### config.mk
export PLATFORM = sky130hd
export DESIGN_NAME = serial_adder_host
export DESIGN_NICKNAME = d
export VERILOG_FILES = /design/src/rtl/serial_adder_pkg.sv /design/src/rtl/serial_adder_host.sv
export SDC_FILE = /design/constraint.sdc
export NUM_CORES = 1
export LEC_CHECK = 0
export BUFFER_PORTS_ARGS = -buffer_cell sky130_fd_sc_hd__clkbuf_2
export CAP_MARGIN = 15
export CORE_MARGIN = 2
export CORE_UTILIZATION = 48
export DETAILED_ROUTE_END_ITERATION = 10
export GPL_TIMING_DRIVEN = 0
export PLACE_DENSITY_LB_ADDON = 0.08
export REMOVE_ABC_BUFFERS = 1
export SLEW_MARGIN = 20
export SYNTH_ARGS = -nofsm -noshare
export SYNTH_HDL_FRONTEND = slang
export SYNTH_SLANG_ARGS = --single-unit
### constraint.sdc
create_clock -name clk -period 1.3 [get_ports clk]
set_input_delay 0.26 -clock clk [delete_from_list [all_inputs] [get_ports clk]]
set_output_delay 0.26 -clock clk [all_outputs]
set_load 0.02 [all_outputs]
### src/rtl/serial_adder_pkg.sv
// Shared constants and state encoding for the serial adder host.
package serial_adder_pkg;

  localparam int OP_W        = 2;
  localparam int SUM_W       = 3;
  localparam int TIMEOUT_DEF = 8;
  localparam int DRAIN_DEF   = 4;

  typedef enum logic [2:0] {
    ST_DRAIN_W = 3'd0,
    ST_IDLE    = 3'd1,
    ST_SEND_B0 = 3'd2,
    ST_SEND_B1 = 3'd3,
    ST_WAIT_EN = 3'd4,
    ST_RECV    = 3'd5,
    ST_DONE    = 3'd6
  } state_e;

endpackage

### src/rtl/serial_adder_host.sv
// Host-side sequencer for a 2-bit serial adder: serializes operands LSB
// first, waits for the adder's start-of-result strobe and deserializes the
// 3-bit sum into a valid/ready response.
//
// state    | meaning
// ---------+-----------------------------------------------------------
// DRAIN_W  | post-reset hold-off so an unreset adder can go idle
// IDLE     | ready for a request
// SEND_B0  | drive operand bit 0 with ser_en
// SEND_B1  | drive operand bit 1
// WAIT_EN  | wait (bounded) for ser_en_o with sum bit 0
// RECV     | collect sum bits 1 and 2
// DONE     | hold response until rsp_ready
module serial_adder_host
  import serial_adder_pkg::*;
#(
  parameter int TIMEOUT = TIMEOUT_DEF,
  parameter int DRAIN   = DRAIN_DEF
) (
  input  logic             clk,
  input  logic             rst,
  input  logic             req_valid,
  output logic             req_ready,
  input  logic [OP_W-1:0]  req_a,
  input  logic [OP_W-1:0]  req_b,
  output logic             rsp_valid,
  input  logic             rsp_ready,
  output logic [SUM_W-1:0] rsp_sum,
  output logic             rsp_err,
  output logic             ser_in1,
  output logic             ser_in2,
  output logic             ser_en,
  input  logic             ser_out,
  input  logic             ser_en_o
);

  localparam int CNT_MAX = (TIMEOUT > DRAIN) ? TIMEOUT : DRAIN;
  localparam int CNT_W   = $clog2(CNT_MAX + 1);

  state_e             r_state,  w_state_nx;
  logic [CNT_W-1:0]   r_cnt,    w_cnt_nx;
  logic [OP_W-1:0]    r_a,      w_a_nx;
  logic [OP_W-1:0]    r_b,      w_b_nx;
  logic [SUM_W-1:0]   r_sum,    w_sum_nx;
  logic               r_err,    w_err_nx;
  logic [1:0]         r_idx,    w_idx_nx;
  logic               r_req_ready;
  logic               r_rsp_valid;
  logic               r_ser_en;
  logic               r_ser_in1;
  logic               r_ser_in2;

  // Next-state and datapath decode.
  always_comb begin
    w_state_nx = r_state;
    w_cnt_nx   = r_cnt;
    w_a_nx     = r_a;
    w_b_nx     = r_b;
    w_sum_nx   = r_sum;
    w_err_nx   = r_err;
    w_idx_nx   = r_idx;
    case (r_state)
      ST_DRAIN_W: begin
        if (r_cnt == CNT_W'(DRAIN - 1)) begin
          w_state_nx = ST_IDLE;
          w_cnt_nx   = '0;
        end else begin
          w_cnt_nx = r_cnt + CNT_W'(1);
        end
      end
      ST_IDLE: begin
        if (req_valid && r_req_ready) begin
          w_a_nx     = req_a;
          w_b_nx     = req_b;
          w_sum_nx   = '0;
          w_err_nx   = 1'b0;
          w_state_nx = ST_SEND_B0;
        end
      end
      ST_SEND_B0: w_state_nx = ST_SEND_B1;
      ST_SEND_B1: begin
        w_state_nx = ST_WAIT_EN;
        w_cnt_nx   = '0;
      end
      ST_WAIT_EN: begin
        if (ser_en_o) begin
          w_sum_nx[0] = ser_out;
          w_idx_nx    = 2'd1;
          w_state_nx  = ST_RECV;
        end else if (r_cnt == CNT_W'(TIMEOUT - 1)) begin
          w_sum_nx   = '0;
          w_err_nx   = 1'b1;
          w_state_nx = ST_DONE;
        end else begin
          w_cnt_nx = r_cnt + CNT_W'(1);
        end
      end
      ST_RECV: begin
        if (r_idx == 2'd1) begin
          w_sum_nx[1] = ser_out;
          w_idx_nx    = 2'd2;
        end else begin
          w_sum_nx[2] = ser_out;
          w_err_nx    = 1'b0;
          w_state_nx  = ST_DONE;
        end
      end
      ST_DONE: begin
        if (rsp_ready) w_state_nx = ST_IDLE;
      end
      default: begin
        w_state_nx = ST_DRAIN_W;
        w_cnt_nx   = '0;
      end
    endcase
  end

  // State, data and registered outputs; outputs decode from the next state
  // so they line up with the state they belong to.
  always_ff @(posedge clk or posedge rst) begin
    if (rst) begin
      r_state     <= ST_DRAIN_W;
      r_cnt       <= '0;
      r_a         <= '0;
      r_b         <= '0;
      r_sum       <= '0;
      r_err       <= 1'b0;
      r_idx       <= '0;
      r_req_ready <= 1'b0;
      r_rsp_valid <= 1'b0;
      r_ser_en    <= 1'b0;
      r_ser_in1   <= 1'b0;
      r_ser_in2   <= 1'b0;
    end else begin
      r_state     <= w_state_nx;
      r_cnt       <= w_cnt_nx;
      r_a         <= w_a_nx;
      r_b         <= w_b_nx;
      r_sum       <= w_sum_nx;
      r_err       <= w_err_nx;
      r_idx       <= w_idx_nx;
      r_req_ready <= (w_state_nx == ST_IDLE);
      r_rsp_valid <= (w_state_nx == ST_DONE);
      r_ser_en    <= (w_state_nx == ST_SEND_B0);
      r_ser_in1   <= (w_state_nx == ST_SEND_B0) ? w_a_nx[0] :
                     (w_state_nx == ST_SEND_B1) ? w_a_nx[1] : 1'b0;
      r_ser_in2   <= (w_state_nx == ST_SEND_B0) ? w_b_nx[0] :
                     (w_state_nx == ST_SEND_B1) ? w_b_nx[1] : 1'b0;
    end
  end

  assign req_ready = r_req_ready;
  assign rsp_valid = r_rsp_valid;
  assign rsp_sum   = r_sum;
  assign rsp_err   = r_err;
  assign ser_en    = r_ser_en;
  assign ser_in1   = r_ser_in1;
  assign ser_in2   = r_ser_in2;

endmodule
; ---- Word-level counts from Yosys, hierarchy flattened
; Cells that the tools add are included.
[classes]
n_addsub = 1
n_eq_ne = 21
mux = 35
bitwise = 1
reduce_logical = 11
[ops]
columns = op, n
row1 = 3-bit two-way mux, 8
row2 = 3-bit one-hot mux with 7 select lines, 1
row3 = 2-bit two-way mux, 7
row4 = 2-bit != test (second input constant), 7
row5 = 3-bit by 2-bit == test with 1-bit output (second input constant), 4
row6 = 3-bit == test (second input constant), 4
row7 = 4-bit two-way mux, 3
row8 = 4-bit one-hot mux with 3 select lines, 1
row9 = 1-bit two-way mux, 11
row10 = 5-bit AND reduction, 2
row11 = 3-bit AND reduction, 3
row12 = 3-bit by 1-bit == test with 1-bit output (second input constant), 2
row13 = 2-bit one-hot mux with 3 select lines, 1
row14 = 4-bit by 1-bit adder with 4-bit output (second input constant), 1
row15 = 4-bit by 2-bit == test with 1-bit output (second input constant), 1
row16 = 4-bit by 3-bit == test with 1-bit output (second input constant), 1
row17 = 2-bit one-hot mux with 2 select lines, 1
row18 = 2-bit nonzero test, 2
row19 = 4-bit OR reduction, 1
row20 = 3-bit logical NOT, 1
row21 = 3-bit != test (second input constant), 1
row22 = 1-bit one-hot mux with 3 select lines, 1
row23 = 3-bit nonzero test, 1
row24 = 2-bit by 1-bit == test with 1-bit output (second input constant), 1
row25 = 3 further kinds, 3
[totals]
reg_bits = 22
output_inout_bits = 9
word_cells = 83

; ---- Logic depth before layout (Yosys ltp)
[logic_depth]
ltp_word = 7
ltp_mapped = 5
mapped_depth_nobuf = 5

; ---- Worst setup path after synthesis
; Ideal clock, no wire load.
[synth_path]
path_type = reg-to-reg
from = reg r_req_ready, in the netlist req_ready
to = reg r_a[1]
setup_time_ns = 0.125
arrival_ns = 1.304
required_time_ns = 1.175
setup_slack_ns = -0.129
stages_incl_launch_ff = 5
path_buffers = 1
period_less_slack_ns = 1.429
path_cell_list = dfrtp_1 -> nand3_2 -> or3_1 -> buf_6 -> mux2_4
[synth_between]
elab_chain_cells = 3
[synth_rtl]
columns = element, line
row1 = start: declaration, serial_adder_host.sv:47  ; logic r_req_ready;
row2 = start signal: assignment, serial_adder_host.sv:142  ; r_req_ready <= (w_state_nx == ST_IDLE);
row3 = 1-bit logical AND, serial_adder_host.sv:72  ; if (req_valid && r_req_ready) begin
row4 = 2-bit two-way mux, serial_adder_host.sv:72
row5 = 2-bit two-way mux, serial_adder_host.sv:62  ; case (r_state)
row6 = named net w_a_nx[1], serial_adder_host.sv:42  ; logic [OP_W-1:0] r_a, w_a_nx;
row7 = end signal: assignment, serial_adder_host.sv:137  ; r_a <= w_a_nx;
row8 = end: declaration, serial_adder_host.sv:42
; The timed path passes the listed nets, and every way through them passes these cells.
; A chain may end at the register's enable or synchronous reset.

; ---- Worst setup path in the final report
[layout_path]
from = reg r_cnt[1]
to = reg r_sum[0], in the netlist rsp_sum[0]
[layout_between]
elab_chain_cells = 3
[layout_rtl]
columns = element, line
row1 = start: declaration, serial_adder_host.sv:41  ; logic [CNT_W-1:0] r_cnt, w_cnt_nx;
row2 = start signal: assignment, serial_adder_host.sv:136  ; r_cnt <= w_cnt_nx;
row3 = 4-bit by 3-bit == test with 1-bit output, serial_adder_host.sv:90  ; end else if (r_cnt == CNT_W'(TIMEOUT - 1)) begin
row4 = 3-bit != test (no source line), --
row5 = 3-bit AND reduction (no source line), --
row6 = end signal: assignment, serial_adder_host.sv:139  ; r_sum <= w_sum_nx;
row7 = end: declaration, serial_adder_host.sv:44  ; logic [SUM_W-1:0] r_sum, w_sum_nx;
; Every way passes these cells.

==> metrics.cfg <==
[status]
status=finished, violations left
violations=negative setup slack

[setup_path]
crit_type=reg2reg
cp_max_fo=4
timing.rr.end=rsp_sum[0]
arrival_ns=1.70
r2r_start=r_cnt[1]
crit_start=r_cnt[1]
reg2reg_slack_ns=-0.19
critical_path_required_ns=1.50
end_kind=flip-flop
reg2regPathDepth=5
start_kind=flip-flop
critPathCapture=rsp_sum[0]

[floorplan]
ioPinCount=19
die-area_mm2=0.00253
core-area_mm2=0.00200
start_util=0.514
die_w_um=50.3
die_h_um=50.3
rows=16

[power_and_ir_drop]
switchingPower_mw=1.33
internal_power_mw=2.12
pwr-share-seq=0.312
leakagePower_nw=0.692
fin_total_pwr_mw=3.45
p_clk_frac=0.149
swShare=0.385
peakVddDrop_mv=1.28
p_per_area_mw_per_mm2=2440
power_frac_comb=0.540

[grt]
grt_max_degree=21
antenna_found_initial=0
grt-ovfl-total=0
grt_pass1_wl_um=3610
first_global_vias=802
grt.total_usage=0.191

[final_layout]
antenna_cells=0
fin_area_mm2=0.00141
nets=153
area_delta_synth_final_pct=37.2
drive_gt1_frac=0.475

[sta]
worstMarginPinSlew_ns=0.735
rsz0062_at_grt=yes
fin_ws_ns=-0.194
max_clock_freq_ghz=0.670
slew_headroom=0.509
timing.final.crit_share=1.15
finalHoldViolCount=0
fin_skew_ns=0.00876
drv_slew=0
setup-tns-final_ns=-1.73
fin_crit_ns=1.49
finalSetupViolCount=16

[logic_synthesis]
syn_avg_cell_area_um2=9.81
yosys_warnings=0
ys_types=35
netlist.area_leader.share=0.486
ys_seq_elements=20
async_flop_share=1.00
synth_edf_count=0
synth_top_area_cell=dfrtp_1
synthCells=105
netlist_top_cells_area=dfrtp_1 (49%), a21oi_1 (4.4%), o21ai_0 (3.4%)
syn_area_mm2=0.00103
yosys_most_used_dff=dfrtp_1
yosysSeqAreaShare=0.486

[worst_hold_path]
hp-class=in2async

[detailed_routing]
routed_wl_um=2300
drt.antenna.violating_nets=0
drt_first_pass_iters=4
wl_per_cell_um=13.7
drc=0
drtIter0Drc=19
vias=886
post_drt_via_cell_ratio=5.27

[cts]
max-clock-path-buffers=2
clkLatencyLatePin_ns=0.31
root_buffer=clkbuf_4
cts_buffers=3
clkTransAtPathRegs_ns=0.12
cts_max_level=1
cts_tree=yes
cts_sinks=20
cts_hold_repair.buffers=0

[placed_design]
port_buffers=18
place_area_mm2=0.00112
routabilityCongestion=0.768
pre_cts_ws_ns=-0.446
hpwl_um=1440

[run]
drv_cap=0

[how the worst min path moves through the flow]
stage | from | endpoint | slack (ns)
2_1_floorplan | rst | r_a[1] | 0.22
3_3_place_gp | rst | r_cnt[0] | 0.40
3_5_place_dp | rst | rsp_valid | 0.41
4_1_cts | rst | rsp_valid | 0.07
5_1_grt | rst | ser_in1 | 0.12
6_report | rst | rsp_valid | 0.04
[area by class of cell]
type | instances | area, um^2
clock buffers | 3 | 22.5
clock inverters | 1 | 30.0
fillers | 154 | 589
inverters | 5 | 18.8
multi-input cells | 75 | 569
flip-flops and latches | 20 | 507
well taps | 27 | 33.8
repair buffers | 37 | 231
[cell families after synthesis]
logic type	count (synthesis)	synth area share
compound gates	34	0.215
fa+ha+maj	1	0.0121
buf+inv	10	0.0486
flops	20	0.486
mux	4	0.0510
simple gates	36	0.187
[power groups by stage]
stage / logic (mW) / clock network, mW / registers (mW)
floorplan: 0.790 / 0 / 1.19
finish: 1.86 / 0.513 / 1.08
global placement: 1.08 / 0 / 1.17
CTS: 1.50 / 0.521 / 1.15
global route: 2.04 / 0.538 / 1.11
detailed placement: 1.11 / 0 / 1.18
[repair_timing]
item,in CTS,in global routing
resized for setup,17,11
pin swaps,10,4
endpoints found under the setup margin,19,16
setup buffers,11,8
[synth_stat cells (2+ instances only)]
master	n
nand2_1	7
o21ai_0	7
mux2_4	2
mux2_2	2
a21oi_1	9
nand3_1	2
buf_2	4
dfrtp_1	20
and3_1	2
or3_1	2
nor2_1	9
a22oi_1	2
nor2b_1	4
a22o_1	2
inv_1	5
nand2b_1	4
o31ai_1	4
[per-layer routing]
metal / wire, um / global-route usage / share of wire / vias up
met5: 0 / 0 / 0 / -
met4: 30 / 0.0676 / 0.013 / 0
met3: 74 / 0.0357 / 0.032 / 4
met2: 1220 / 0.333 / 0.53 / 19
met1: 980 / 0.236 / 0.43 / 415
li1: - / - / - / 448
[registers in the layout (all words and copies together) (netlist names)]
name / cells
rsp_sum: 3
r_b: 1
r_cnt: 4
r_state: 3
rsp_valid: 1
ser_in2: 1
r_idx: 2
ser_en: 1
ser_in1: 1
req_ready: 1
r_a: 1
rsp_err: 1
[placed cells by master (no fill, tap or decap), types with 2 or more instances in the layout]
master,netlist,final
dfrtp_1,20,15
a21oi_1,9,7
o21ai_0,7,4
dfrtp_2,0,5
nor2_1,9,8
clkbuf_2,0,18
or3_4,0,2
nor2b_1,4,2
buf_4,0,16
o21ai_1,0,3
nand2_1,7,7
clkbuf_4,0,3
buf_2,4,2
a22o_1,2,2
inv_1,5,5
nand3_1,2,2
nand2b_1,4,3
mux2_4,2,2
o31ai_1,4,3
and3_1,2,2
mux2_2,2,2
a21oi_2,0,2
[critical path, stage by stage (launching register included)]
cell and delay, ns:
dfrtp_1 0.42, ha_4 0.16, nand4b_1 0.19, or3_4 0.46, o2111ai_2 0.07, o31ai_1 0.09
[per-stage QoR]
stage | std cells | hold WS [ns] | util
final | 168 | 0.0362 | 0.706
after global routing | 168 | 0.125 | 0.706
after CTS | 160 | 0.0707 | 0.659
after detailed placement | 145 | 0.411 | 0.561
after global placement | 145 | 0.405 | 0.561
after floorplan | 100 | 0.224 | -
Note: power is estimated with default switching activity, not from simulation.
